[src/rtl/threadbrain_pkg.sv]
// Shared constants and helpers for the select stages and the data-memory arbiter.
package threadbrain_pkg;

  localparam logic [1:0] ARB_RUN   = 2'd0;
  localparam logic [1:0] ARB_DRAIN = 2'd1;
  localparam logic [1:0] ARB_IDLE  = 2'd2;

  localparam int unsigned OP_W = 3;
  localparam logic [2:0] OP_NOP = 3'd0;
  localparam logic [2:0] OP_LD  = 3'd1;
  localparam logic [2:0] OP_ST  = 3'd2;
  localparam logic [2:0] OP_ALU = 3'd3;
  localparam logic [2:0] OP_BR  = 3'd4;

  // Width of a core index; never below one bit so single-core builds still have a field.
  function automatic int unsigned id_width(input int unsigned n);
    if (n <= 32'd1) return 32'd1;
    return 32'($clog2(n));
  endfunction

endpackage

[src/rtl/rr_pick.sv]
// Round-robin finder: first set bit of elig_i at or after ptr_i, wrapping modulo N.
module rr_pick #(
  parameter int unsigned N  = 4,
  parameter int unsigned IW = 2
) (
  input  logic [N-1:0]  elig_i,
  input  logic [IW-1:0] ptr_i,
  output logic [IW-1:0] winner_o,
  output logic          found_o
);

  always_comb begin
    int unsigned  idx;
    logic [N-1:0] shifted;
    idx      = 0;
    shifted  = '0;
    winner_o = '0;
    found_o  = 1'b0;
    for (int unsigned k = 0; k < N; k++) begin
      idx     = (32'(ptr_i) + k) % N;
      shifted = elig_i >> idx;
      if (!found_o && shifted[0]) begin
        found_o  = 1'b1;
        winner_o = IW'(idx);
      end
    end
  end

endmodule

[src/rtl/mem_port_arbiter.sv]
// Round-robin sharing of the single data-memory port among the select stages,
// with load-return tracking and a drain/idle handshake for the top level.
module mem_port_arbiter
  import threadbrain_pkg::*;
#(
  parameter int unsigned NCORES = 4,
  parameter int unsigned LD_LAT = 2,
  parameter int unsigned AW     = 16,
  parameter int unsigned DW     = 16
) (
  input  logic                 clk,
  input  logic                 rst,
  input  logic [NCORES-1:0]    req_ld,
  input  logic [NCORES-1:0]    req_st,
  input  logic [NCORES*AW-1:0] req_addr,
  input  logic [NCORES*DW-1:0] req_wdata,
  output logic [NCORES-1:0]    grant,
  output logic [NCORES-1:0]    rd_valid,
  output logic [DW-1:0]        rd_data,
  output logic                 mem_rd_en,
  output logic                 mem_wr_en,
  output logic [AW-1:0]        mem_addr,
  output logic [DW-1:0]        mem_wdata,
  input  logic [DW-1:0]        mem_rdata,
  input  logic                 drain_req,
  output logic                 idle
);

  localparam int unsigned IW = id_width(NCORES);

  logic [1:0]                state_q, state_d;
  logic [IW-1:0]             ptr_q, ptr_d;
  logic [LD_LAT-1:0]         vld_q, vld_d;
  logic [LD_LAT-1:0][IW-1:0] id_q, id_d;
  logic [IW-1:0]             winner;
  logic                      found;
  logic                      issue;

  rr_pick #(.N(NCORES), .IW(IW)) u_pick (
    .elig_i   (req_ld | req_st),
    .ptr_i    (ptr_q),
    .winner_o (winner),
    .found_o  (found)
  );

  // Issue path: a winner's store takes priority over its load, which stays pending.
  always_comb begin
    issue     = found && !rst && (state_q == ARB_RUN);
    grant     = '0;
    mem_rd_en = 1'b0;
    mem_wr_en = 1'b0;
    mem_addr  = '0;
    mem_wdata = '0;
    for (int unsigned i = 0; i < NCORES; i++) begin
      if (issue && (winner == IW'(i))) begin
        grant[i]  = 1'b1;
        mem_addr  = req_addr[i*AW +: AW];
        mem_wr_en = req_st[i];
        mem_rd_en = !req_st[i];
        mem_wdata = req_st[i] ? req_wdata[i*DW +: DW] : '0;
      end
    end
  end

  always_comb begin
    vld_d    = '0;
    id_d     = '0;
    vld_d[0] = mem_rd_en;
    id_d[0]  = winner;
    for (int unsigned s = 1; s < LD_LAT; s++) begin
      vld_d[s] = vld_q[s-1];
      id_d[s]  = id_q[s-1];
    end
    ptr_d = ptr_q;
    if (issue) begin
      ptr_d = (winner == IW'(NCORES - 1)) ? '0 : winner + 1'b1;
    end
  end

  // Drain completes once nothing will remain in the load pipeline after this cycle.
  always_comb begin
    state_d = state_q;
    case (state_q)
      ARB_RUN: begin
        if (drain_req) state_d = ARB_DRAIN;
      end
      ARB_DRAIN: begin
        if (!drain_req)        state_d = ARB_RUN;
        else if (vld_d == '0)  state_d = ARB_IDLE;
      end
      ARB_IDLE: begin
        if (!drain_req) state_d = ARB_RUN;
      end
      default: state_d = ARB_RUN;
    endcase
  end

  always_ff @(posedge clk) begin
    if (rst) begin
      state_q <= ARB_RUN;
      ptr_q   <= '0;
      vld_q   <= '0;
      id_q    <= '0;
    end else begin
      state_q <= state_d;
      ptr_q   <= ptr_d;
      vld_q   <= vld_d;
      id_q    <= id_d;
    end
  end

  always_comb begin
    rd_valid = '0;
    rd_data  = '0;
    if (!rst && vld_q[LD_LAT-1]) begin
      rd_data = mem_rdata;
      for (int unsigned i = 0; i < NCORES; i++) begin
        rd_valid[i] = (id_q[LD_LAT-1] == IW'(i));
      end
    end
  end

  assign idle = !rst && (state_q == ARB_IDLE);

endmodule

[config.mk]
export PLATFORM = sky130hd
export DESIGN_NAME = mem_port_arbiter
export DESIGN_NICKNAME = d
export VERILOG_FILES = /design/src/rtl/threadbrain_pkg.sv /design/src/rtl/rr_pick.sv /design/src/rtl/mem_port_arbiter.sv
export SDC_FILE = /design/constraint.sdc
export NUM_CORES = 1
export LEC_CHECK = 0
export BUFFER_PORTS_ARGS = -buffer_cell sky130_fd_sc_hd__buf_2
export CAP_MARGIN = 20
export CORE_MARGIN = 3
export CORE_UTILIZATION = 33
export CTS_BUF_LIST = sky130_fd_sc_hd__clkbuf_4
export CTS_CLUSTER_DIAMETER = 50
export DETAILED_ROUTE_END_ITERATION = 6
export GPL_ROUTABILITY_DRIVEN = 0
export PLACE_DENSITY = 0.83
export SYNTH_ARGS = -nofsm -noshare
export SYNTH_HDL_FRONTEND = slang
export SYNTH_SLANG_ARGS = --single-unit
[constraint.sdc]
create_clock -name clk -period 2.45 [get_ports clk]
set_clock_uncertainty 0.1 [all_clocks]
set_input_delay 0.1225 -clock clk [delete_from_list [all_inputs] [get_ports clk]]
set_output_delay 0.1225 -clock clk [all_outputs]
set_load 0.005 [all_outputs]
==> results.yml, run 1 <==
critical_path:
  arrival_ns: 2.53
  cp_top_family: "simple AND/OR/NAND/NOR gates"
  path_buf_inv: 3
  cp_num_cells: 11
  crit_type: "reg2out"
  path_max_fanout: 7
  max_stage_delay_ns: 0.36
  reg2reg_from: "ptr_q[1]$_SDFFE_PP0P_"
  rrSetupSlack_ns: 0.37
  cp_slowest_cell: "dfxtp_4"
  end_kind: "output port"
  r2r_end: "vld_q[0]$_SDFF_PP0_"
  critPathCapture: "mem_wdata[15]"
  reg2regPathDepth: 10
  cp_cell_sequence: "a21boi_1, o21ba_2, or2_4, ha_4, and3b_2, buf_6, buf_4, a22oi_1, or3_1, a22oi_2, buf_2"
  cp-startpoint: "ptr_q[0]$_SDFFE_PP0P_"
  crit_required_ns: 2.23
  critPathLaunchType: "flip-flop"
clock_tree:
  cts.clk_slew.worst_paths_ns: 0.07
  cts_buffer_depth: 2
  cts_tree: "yes"
  cts_max_level: 1
  cts_buffers: 3
  holdBufCountCts: 0
  cts.sinks: 10
  root_buffer: "clkbuf_4"
  clkLatencyLatePin_ns: 0.26
global_routing:
  grt_pass1_vias: 3197
  grt_max_degree: 34
  grt_use_total_pct: 24.45
  antenna_found_initial: 0
  grt_pass1_wl_um: 14630
  gr-total-overflow: 0
synth:
  async_flop_share_pct: 0
  synth.most_common_cell: "a21oi_1"
  netlist_top_cells_area: "a22oi_1, a21oi_1, dfxtp_1, nand2_1, a22oi_2"
  synth_cells: 308
  ys_ff_latch: 10
  avgSynthCellArea_um2: 6.496
  synth_edf_count: 0
  seq_area_frac_synth_pct: 10.01
  synthFlopType: "dfxtp_1"
  ys_types: 35
  yosys_warnings: 0
  synth_top_area_share_pct: 13.88
  netlist_area_um2: 2001
  synth_fp_nets: 467
  synth.top_cells.by_count: "a21oi_1, a22oi_1, nand2_1"
  synth_top_area_cell: "a22oi_1"
route:
  drt-met1-wl_um: 3545
  wl_per_cell_um: 15.54
  vias: 3193
  via_per_inst: 5.348
  drc: 0
  wirelength_um: 9278
  wl_met2_um: 4794
  highest_layer: "met4"
  drt_iter0_markers: 170
  first_pass_iters: 5
  wl_met3_um: 874
  ant_nets: 0
timing:
  setup_viol: 32
  min_period_ns: 2.755
  hold_violations: 0
  fin_tns_setup_ns: -4.191
  worst_slew_pin_slew_ns: 0.8683
  timing.final.ws_setup_ns: -0.3054
  period_share_pct: 112.5
  max_freq_ghz: 0.3629
  max_slew_margin_pct: 42.00
  holdWs_ns: 0.02928
  drv_slew: 0
  rsz0062_at_grt: "yes"
layout:
  syn_to_final_growth_pct: 72.04
  regArea_um2: 205.2
  fin_nets: 685
  final_layout_size_suffix_gt1_share_pct: 54.67
  fin_cells: 597
  fillers: 522
  final_area_um2: 3442
  n_antenna_cell: 0
  multi_input_area_um2: 1710
power_and_ir_drop:
  leakage_nw: 1.763
  power_density_nw_per_um2: 352.9
  ir_drop_mv: 0.1966
place:
  dp.cells: 584
  place_area_um2: 3217
  portBuffers: 213
  dp_hpwl_um: 7011
  preCtsSetupSlack_ns: -0.1806
floorplanning:
  fp.dieArea_um2: 7033
  die_h_um: 83.86
  design.core.area_um2: 5675
  start_util_pct: 35.25
  placementRows: 27
  die_w_um: 83.86
  io-pin-count: 214
outcome:
  violations: "setup timing"
  status: "finished, violations left"
run:
  cap_violations: 0
min_path:
  hold_class: "in2reg"
-- worst min-delay path, delay by kind of cell --
kind / cells / cell delay, ns
buffers and inverters: 1 / 0.10
AND/OR/NAND/NOR: 2 / 0.13
-- power breakdown --
| part | internal [W] | total [W] | switching [W] |
|---|---|---|---|
| clock | 0.0000589 | 0.000117 | 0.0000583 |
| combinational | 0.000451 | 0.000907 | 0.000456 |
| sequential | 0.000179 | 0.000190 | 0.0000115 |
-- registers in the layout, summed over array words and instances, names as in the netlist --
register	count
id_d	2
id_q	2
ptr_q	2
state_q	2
vld_q	2
-- timing repair --
item                                    CTS  global route
buffers inserted                          8             0
pin swaps                                 6             5
endpoints found under the setup margin   35            35
cloned                                    2             1
resized for setup                        26             4
-- worst min-delay path by stage --
stage                    from                       to  slack [ns]  cells past startpoint
detailed placement  drain_req  state_q[1]$_SDFFE_PP0P_        0.31                      3
global placement    drain_req  state_q[1]$_SDFFE_PP0P_        0.30                      3
global route        drain_req  state_q[1]$_SDFFE_PP0P_        0.03                      3
finish              drain_req  state_q[0]$_SDFFE_PP0P_        0.03                      3
floorplan           drain_req  state_q[1]$_SDFFE_PP0P_        0.18                      2
CTS                 drain_req  state_q[1]$_SDFFE_PP0P_        0.03                      3
-- per-stage QoR --
| stage | utilization (%) | power, W |
|---|---|---|
| 3_5_place_dp | 56.68 | 0.001030 |
| 3_3_place_gp | 56.68 | 0.001009 |
| 5_1_grt | 60.65 | 0.001330 |
| 6_report | 60.65 | 0.001215 |
| 4_1_cts | 60.43 | 0.001210 |
| 2_1_floorplan | - | 0.0006943 |
-- cell usage in the layout, fill, tap and decap left out, types with 4 or more instances in the layout --
cell      Yosys  routed
buf_6         3       4
dfxtp_1      10       8
nor2b_1       6       6
a22oi_1      37      34
o21a_1       16      16
and2_1       19      19
nand2b_1      5       5
buf_2        10     214
or3_1        14      14
nor2_1       26      25
a21oi_1      40      39
buf_4         1      21
o21ai_0      23      21
a22oi_2      11      14
nand2_1      37      37
-- metal layers --
layer  vias to the layer above  GRT usage, %
li1                       1554             -
met1                      1440         28.63
met2                       193         45.99
met3                         6         3.850
met4                         0         5.702
met5                         -             0
-- logic make-up after synthesis --
group	count (synthesis)	share of synthesized area [%]
DFF	10	10.01
buffers and inverters	36	8.693
adders and majority gates	4	2.502
AOI/OAI and AO/OA	136	46.84
and+or+nand+nor	122	31.96
-- area by class of cell --
type,instances,share of cell area [%]
well taps,72,2.617
multi-input cells,262,49.69
clock buffers,3,0.6543
clock inverters,1,0.1091
inverters,5,0.6180
flip-flops and latches,10,5.961
repair buffers,244,40.35
Power figures use the tool's default switching activity.
==> run 2, diff against run 1 <==
--- a/config.mk
+++ b/config.mk
@@ -14,6 +14,7 @@
 export DETAILED_ROUTE_END_ITERATION = 6
 export GPL_ROUTABILITY_DRIVEN = 0
 export PLACE_DENSITY = 0.83
+export SLEW_MARGIN = 25
 export SYNTH_ARGS = -nofsm -noshare
 export SYNTH_HDL_FRONTEND = slang
 export SYNTH_SLANG_ARGS = --single-unit
==> constraint.sdc (replaced) <==
create_clock -name clk -period 2.45 [get_ports clk]
set_clock_uncertainty 0.1 [all_clocks]
set_input_delay 0.1225 -clock clk [delete_from_list [all_inputs] [get_ports clk]]
set_output_delay 0.1225 -clock clk [all_outputs]
set_load 0.02 [all_outputs]
==> run 2 against run 1 <==
Net effect:
- highest routed layer unchanged
- the flow still finishes with violations (setup timing)
- largest power group unchanged
- power grew 27%
- setup slack lost 0.050 ns
- register-to-register slack lost 0.05 ns
- flip-flop and latch count is the same
- fmax shrank 1.8%
==> results.yml, run 2 (synthesis results as in run 1) <==
timing:
  period_share_pct: 114.5
  rsz0062_at_grt: "yes"
  worst_slew_pin_slew_ns: 0.8395
  hold_violations: 0
  holdWs_ns: 0.02185
  max_freq_ghz: 0.3565
  max_slew_margin_pct: 43.92
  drv_slew: 0
  timing.final.ws_setup_ns: -0.3552
  min_period_ns: 2.805
  setup_viol: 34
layout:
  final_area_um2: 3864
  fin_cells: 611
  post-route-util_pct: 68.08
  final_layout_size_suffix_gt1_share_pct: 59.37
  fin_nets: 699
  syn_to_final_growth_pct: 93.12
  n_antenna_cell: 0
  final_common_cell: "buf_2"
  final_cell_mix: "buf_2, buf_4, nand2_1, a21oi_1"
clock_tree:
  cts.sinks: 10
  clkLatencyLatePin_ns: 0.28
  cts_buffer_depth: 2
  cts.clk_slew.worst_paths_ns: 0.07
  cts_max_level: 1
  root_buffer: "clkbuf_4"
  holdBufCountCts: 0
  cts_buffers: 3
  cts_tree: "yes"
power_and_ir_drop:
  p_int_w: 0.0008381
  power_density_nw_per_um2: 399.4
  p_sw_share_pct: 45.68
  clkPwrFrac_pct: 7.9
  seqPwrFrac_pct: 12.2
  combPwrFrac_pct: 79.8
  ir_drop_mv: 0.2555
  leakage_nw: 1.891
  p_switching_w: 0.0007049
critical_path:
  arrival_ns: 2.58
  path_max_fanout: 8
  crit_required_ns: 2.23
  crit_type: "reg2out"
  critPathLaunchType: "flip-flop"
  end_kind: "output port"
route:
  ant_nets: 0
  vias: 3317
  wl_per_cell_um: 16.38
  drt_iter0_markers: 160
  via_per_inst: 5.429
  wirelength_um: 10010
  first_pass_iters: 5
  drc: 0
outcome:
  violations: "setup timing"
  status: "finished, violations left"
min_path:
  hold_class: "in2reg"
run:
  cap_violations: 0
global_routing:
  grt_pass1_vias: 3175
  grt_use_total_pct: 24.76
  antenna_found_initial: 0
  grt_pass1_wl_um: 14770
  grt_max_degree: 34
  gr-total-overflow: 0
floorplanning:
  fp.dieArea_um2: 7033
  placementRows: 27
  die_w_um: 83.86
  start_util_pct: 35.25
  die_h_um: 83.86
  io-pin-count: 214
  design.core.area_um2: 5675
place:
  dp.cells: 593
  dp_hpwl_um: 7305
  portBuffers: 213
  place_area_um2: 3324
[run 2: per-layer routing]
layer	up-vias	wire length, um	global-route usage [%]
met4	0	380	7.895
met5	-	0	0
met1	1483	3746	28.43
met2	222	4962	46.13
met3	38	917	4.047
li1	1574	-	-
[run 2: final timing paths]
kind	end	startpoint	slack [ns]	cells past startpoint
min	state_q[0]$_SDFFE_PP0P_	drain_req	0.02	3
min reg2reg	id_q[2]$_SDFF_PP0_	id_d[2]$_SDFF_PP0_	0.35	1
max	mem_wdata[11]	ptr_q[0]$_SDFFE_PP0P_	-0.36	10
max reg2reg	vld_q[0]$_SDFF_PP0_	ptr_q[0]$_SDFFE_PP0P_	0.32	10
[run 2: layout make-up]
cell class / instances / area (um^2)
Multi-Input combinational cell: 262 / 1838
Inverter: 5 / 31.28
Timing Repair Buffer: 258 / 1675
Fill cell: 468 / 1812
Clock buffer: 3 / 22.52
Clock inverter: 1 / 3.754
Tap cell: 72 / 90.09
Sequential cell: 10 / 202.7
[run 2: metrics by stage]
stage / power (W) / worst slack, ns / TNS [ns]
2_1_floorplan: 0.0008185 / -0.08007 / -0.2076
3_3_place_gp: 0.001148 / -0.1212 / -1.558
3_5_place_dp: 0.001172 / -0.2520 / -3.731
4_1_cts: 0.001364 / -0.2966 / -5.961
5_1_grt: 0.001649 / -0.4717 / -9.596
6_report: 0.001543 / -0.3552 / -6.855
[run 2: worst max-delay path: stages, from the launching register on]
cell and delay (ns):
dfxtp_2 0.34, a21boi_1 0.13, o21ba_2 0.21, or2_4 0.26
ha_4 0.17, and3b_2 0.29, buf_6 0.15, a22oi_1 0.08
or3_1 0.34, a22oi_2 0.18, buf_6 0.14
[run 2: power by group through the flow]
stage / combinational [W] / clock (W) / sequential [W]
5_1_grt: 0.00133 / 0.000133 / 0.000191
4_1_cts: 0.00105 / 0.000122 / 0.000188
6_report: 0.00123 / 0.000123 / 0.000189
3_3_place_gp: 0.000958 / 0 / 0.000190
3_5_place_dp: 0.000980 / 0 / 0.000192
2_1_floorplan: 0.000629 / 0 / 0.000190
[run 2: what timing repair did]
item / CTS / global route
resized for setup: 46 / 55
setup endpoints to repair: 36 / 36
buffers inserted: 5 / 7
pin swaps: 11 / 23
cloned: 1 / 4
==> run 3, diff against run 2 <==
--- a/config.mk
+++ b/config.mk
@@ -7,13 +7,13 @@
 export LEC_CHECK = 0
 export BUFFER_PORTS_ARGS = -buffer_cell sky130_fd_sc_hd__buf_2
 export CAP_MARGIN = 20
-export CORE_MARGIN = 3
-export CORE_UTILIZATION = 33
+export CORE_AREA = 2 2 84 86
 export CTS_BUF_LIST = sky130_fd_sc_hd__clkbuf_4
 export CTS_CLUSTER_DIAMETER = 50
 export DETAILED_ROUTE_END_ITERATION = 6
+export DIE_AREA = 0 0 86 88
 export GPL_ROUTABILITY_DRIVEN = 0
-export PLACE_DENSITY = 0.83
+export PLACE_DENSITY = 0.77
 export SLEW_MARGIN = 25
 export SYNTH_ARGS = -nofsm -noshare
 export SYNTH_HDL_FRONTEND = slang
==> run 3 against run 2 <==
Net effect:
- the run still ends with setup timing left
- die area is 7.6% higher
- register-to-register slack better by 0.02 ns
- clock power is 11% lower
- clock-buffer cell count stayed put
- global-route usage is 2.9 points lower
- core utilization is 14 points lower
- sequential power hardly changed
- design area is 6.4% lower
- critical path type unchanged
- critical endpoint is now mem_wdata[0]
- largest cell class unchanged
==> results.yml, run 3 (synthesis results as in run 1) <==
outcome:
  status: "finished, violations left"
  violations: "setup timing"
clock_tree:
  cts.clk_slew.worst_paths_ns: 0.06
  cts_max_level: 1
  cts_buffers: 3
  cts_tree: "yes"
  holdBufCountCts: 0
  cts_buffer_depth: 2
  cts.sinks: 10
  root_buffer: "clkbuf_4"
  clkLatencyLatePin_ns: 0.25
critical_path:
  cp_slowest_cell: "or3_4"
  cp_num_cells: 10
  cp_cell_sequence: "o21ai_0, and2_4, or2_4, ha_4, and3b_2, buf_6, a22oi_2, or3_4, a22oi_2, buf_6"
  end_kind: "output port"
  path_buf_inv: 2
  reg2regPathDepth: 10
  critPathLaunchType: "flip-flop"
  crit_required_ns: 2.23
  arrival_ns: 2.52
  cp_top_family: "simple AND/OR/NAND/NOR gates"
  path_max_fanout: 7
  max_stage_delay_ns: 0.37
  crit_type: "reg2out"
layout:
  n_antenna_cell: 0
  fillers: 638
  final_cell_mix: "buf_2, a21oi_1, nand2_1"
  post-route-util_pct: 54.41
  fin_cells: 605
  fin_nets: 685
  syn_to_final_growth_pct: 80.68
  final_layout_size_suffix_gt1_share_pct: 56.57
  final_common_cell: "buf_2"
place:
  dp_hpwl_um: 6893
  portBuffers: 213
  preCtsSetupSlack_ns: -0.1894
  dp.cells: 596
power_and_ir_drop:
  ir_drop_mv: 0.1540
  power_density_nw_per_um2: 391.6
  p_total_w: 0.001416
  leakage_nw: 1.786
global_routing:
  grt_pass1_wl_um: 13670
  grt_pass1_vias: 3006
  grt_max_degree: 34
  gr-total-overflow: 0
  antenna_found_initial: 1
  grt_use_total_pct: 21.84
timing:
  fin_tns_setup_ns: -4.446
  max_slew_margin_pct: 45.40
  setup_viol: 33
  drv_slew: 0
  period_share_pct: 111.8
  worst_slew_pin_slew_ns: 0.8174
  hold_violations: 0
  max_freq_ghz: 0.3649
  rsz0062_at_grt: "yes"
  timing.final.ws_setup_ns: -0.2903
  min_period_ns: 2.740
floorplanning:
  io-pin-count: 214
  fp.dieArea_um2: 7568
  die_h_um: 88
  design.core.area_um2: 6644
  die_w_um: 86
  start_util_pct: 30.11
  placementRows: 30
min_path:
  min_path_cells: 3
  hold_class: "in2reg"
route:
  via_per_inst: 5.235
  vias: 3167
  ant_nets: 0
  first_pass_iters: 5
  wl_per_cell_um: 15.03
  drt_iter0_markers: 104
  wirelength_um: 9096
  drc: 0
run:
  cap_violations: 0
==> run 3: cell count changes in the layout (fill, tap and decap cells not counted), moves of 3 or more <==
cell	change
a22oi_1	+5
o21ai_1	-3
buf_2	+9
buf_4	-18
clkbuf_16	-3
a22oi_2	-5
==> run 3: final cells by class <==
type	count	area (um^2)	share of cell area [%]
Clock buffer	3	22.52	0.6231
Clock inverter	1	3.754	0.1038
Inverter	5	25.02	0.6923
Multi-Input combinational cell	262	1778	49.19
Sequential cell	10	202.7	5.607
Tap cell	80	100.1	2.769
Timing Repair Buffer	244	1483	41.02
==> run 3: what timing repair did <==
item                                    in CTS  in global routing
endpoints found under the setup margin      35                 35
buffers inserted                             4                  1
pin swaps                                   12                  4
resized for setup                           51                 22
gates cloned                                 2                  0
==> run 3: worst paths after layout <==
check	from	endpoint	slack [ns]
worst max-delay path	ptr_q[0]$_SDFFE_PP0P_	mem_wdata[0]	-0.29
worst min-delay path	drain_req	state_q[1]$_SDFFE_PP0P_	0.05
worst max register to register	ptr_q[0]$_SDFFE_PP0P_	vld_q[0]$_SDFF_PP0_	0.34
worst min register to register	id_d[3]$_SDFF_PP0_	id_q[3]$_SDFF_PP0_	0.34
==> run 3: worst reg2reg max path: cells and delay by family, from the launching register on <==
kind / cells / cell delay (ns)
buffers and inverters: 4 / 0.69
adders and majority gates: 1 / 0.13
DFF: 1 / 0.36
AOI/OAI and AO/OA: 5 / 0.76
==> run 3: power by group <==
part           internal [W]  switching, W  total, W  leakage [nW]
combinational      0.000522      0.000596   0.00112          1.69
clock             0.0000585     0.0000502  0.000109        0.0154
sequential         0.000179    0.00000899  0.000188        0.0827
==> run 3: stage by stage <==
step           hold slack [ns]  instance area, um^2
4_1_cts                0.03858                 3528
3_5_place_dp            0.3106                 3297
3_3_place_gp            0.3054                 3297
5_1_grt                0.05009                 3615
2_1_floorplan           0.1770                 2096
6_report               0.04768                 3615
==> run 3: metal layers <==
layer / share of wire [%] / GRT usage, % / routed length, um / up-vias
met5: 0.14 / 0 / 13 / -
met4: 1.9 / 5.772 / 174 / 2
met3: 8.9 / 4.241 / 813 / 20
met2: 51 / 39.46 / 4631 / 183
met1: 38 / 26.43 / 3462 / 1410
li1: - / - / - / 1552
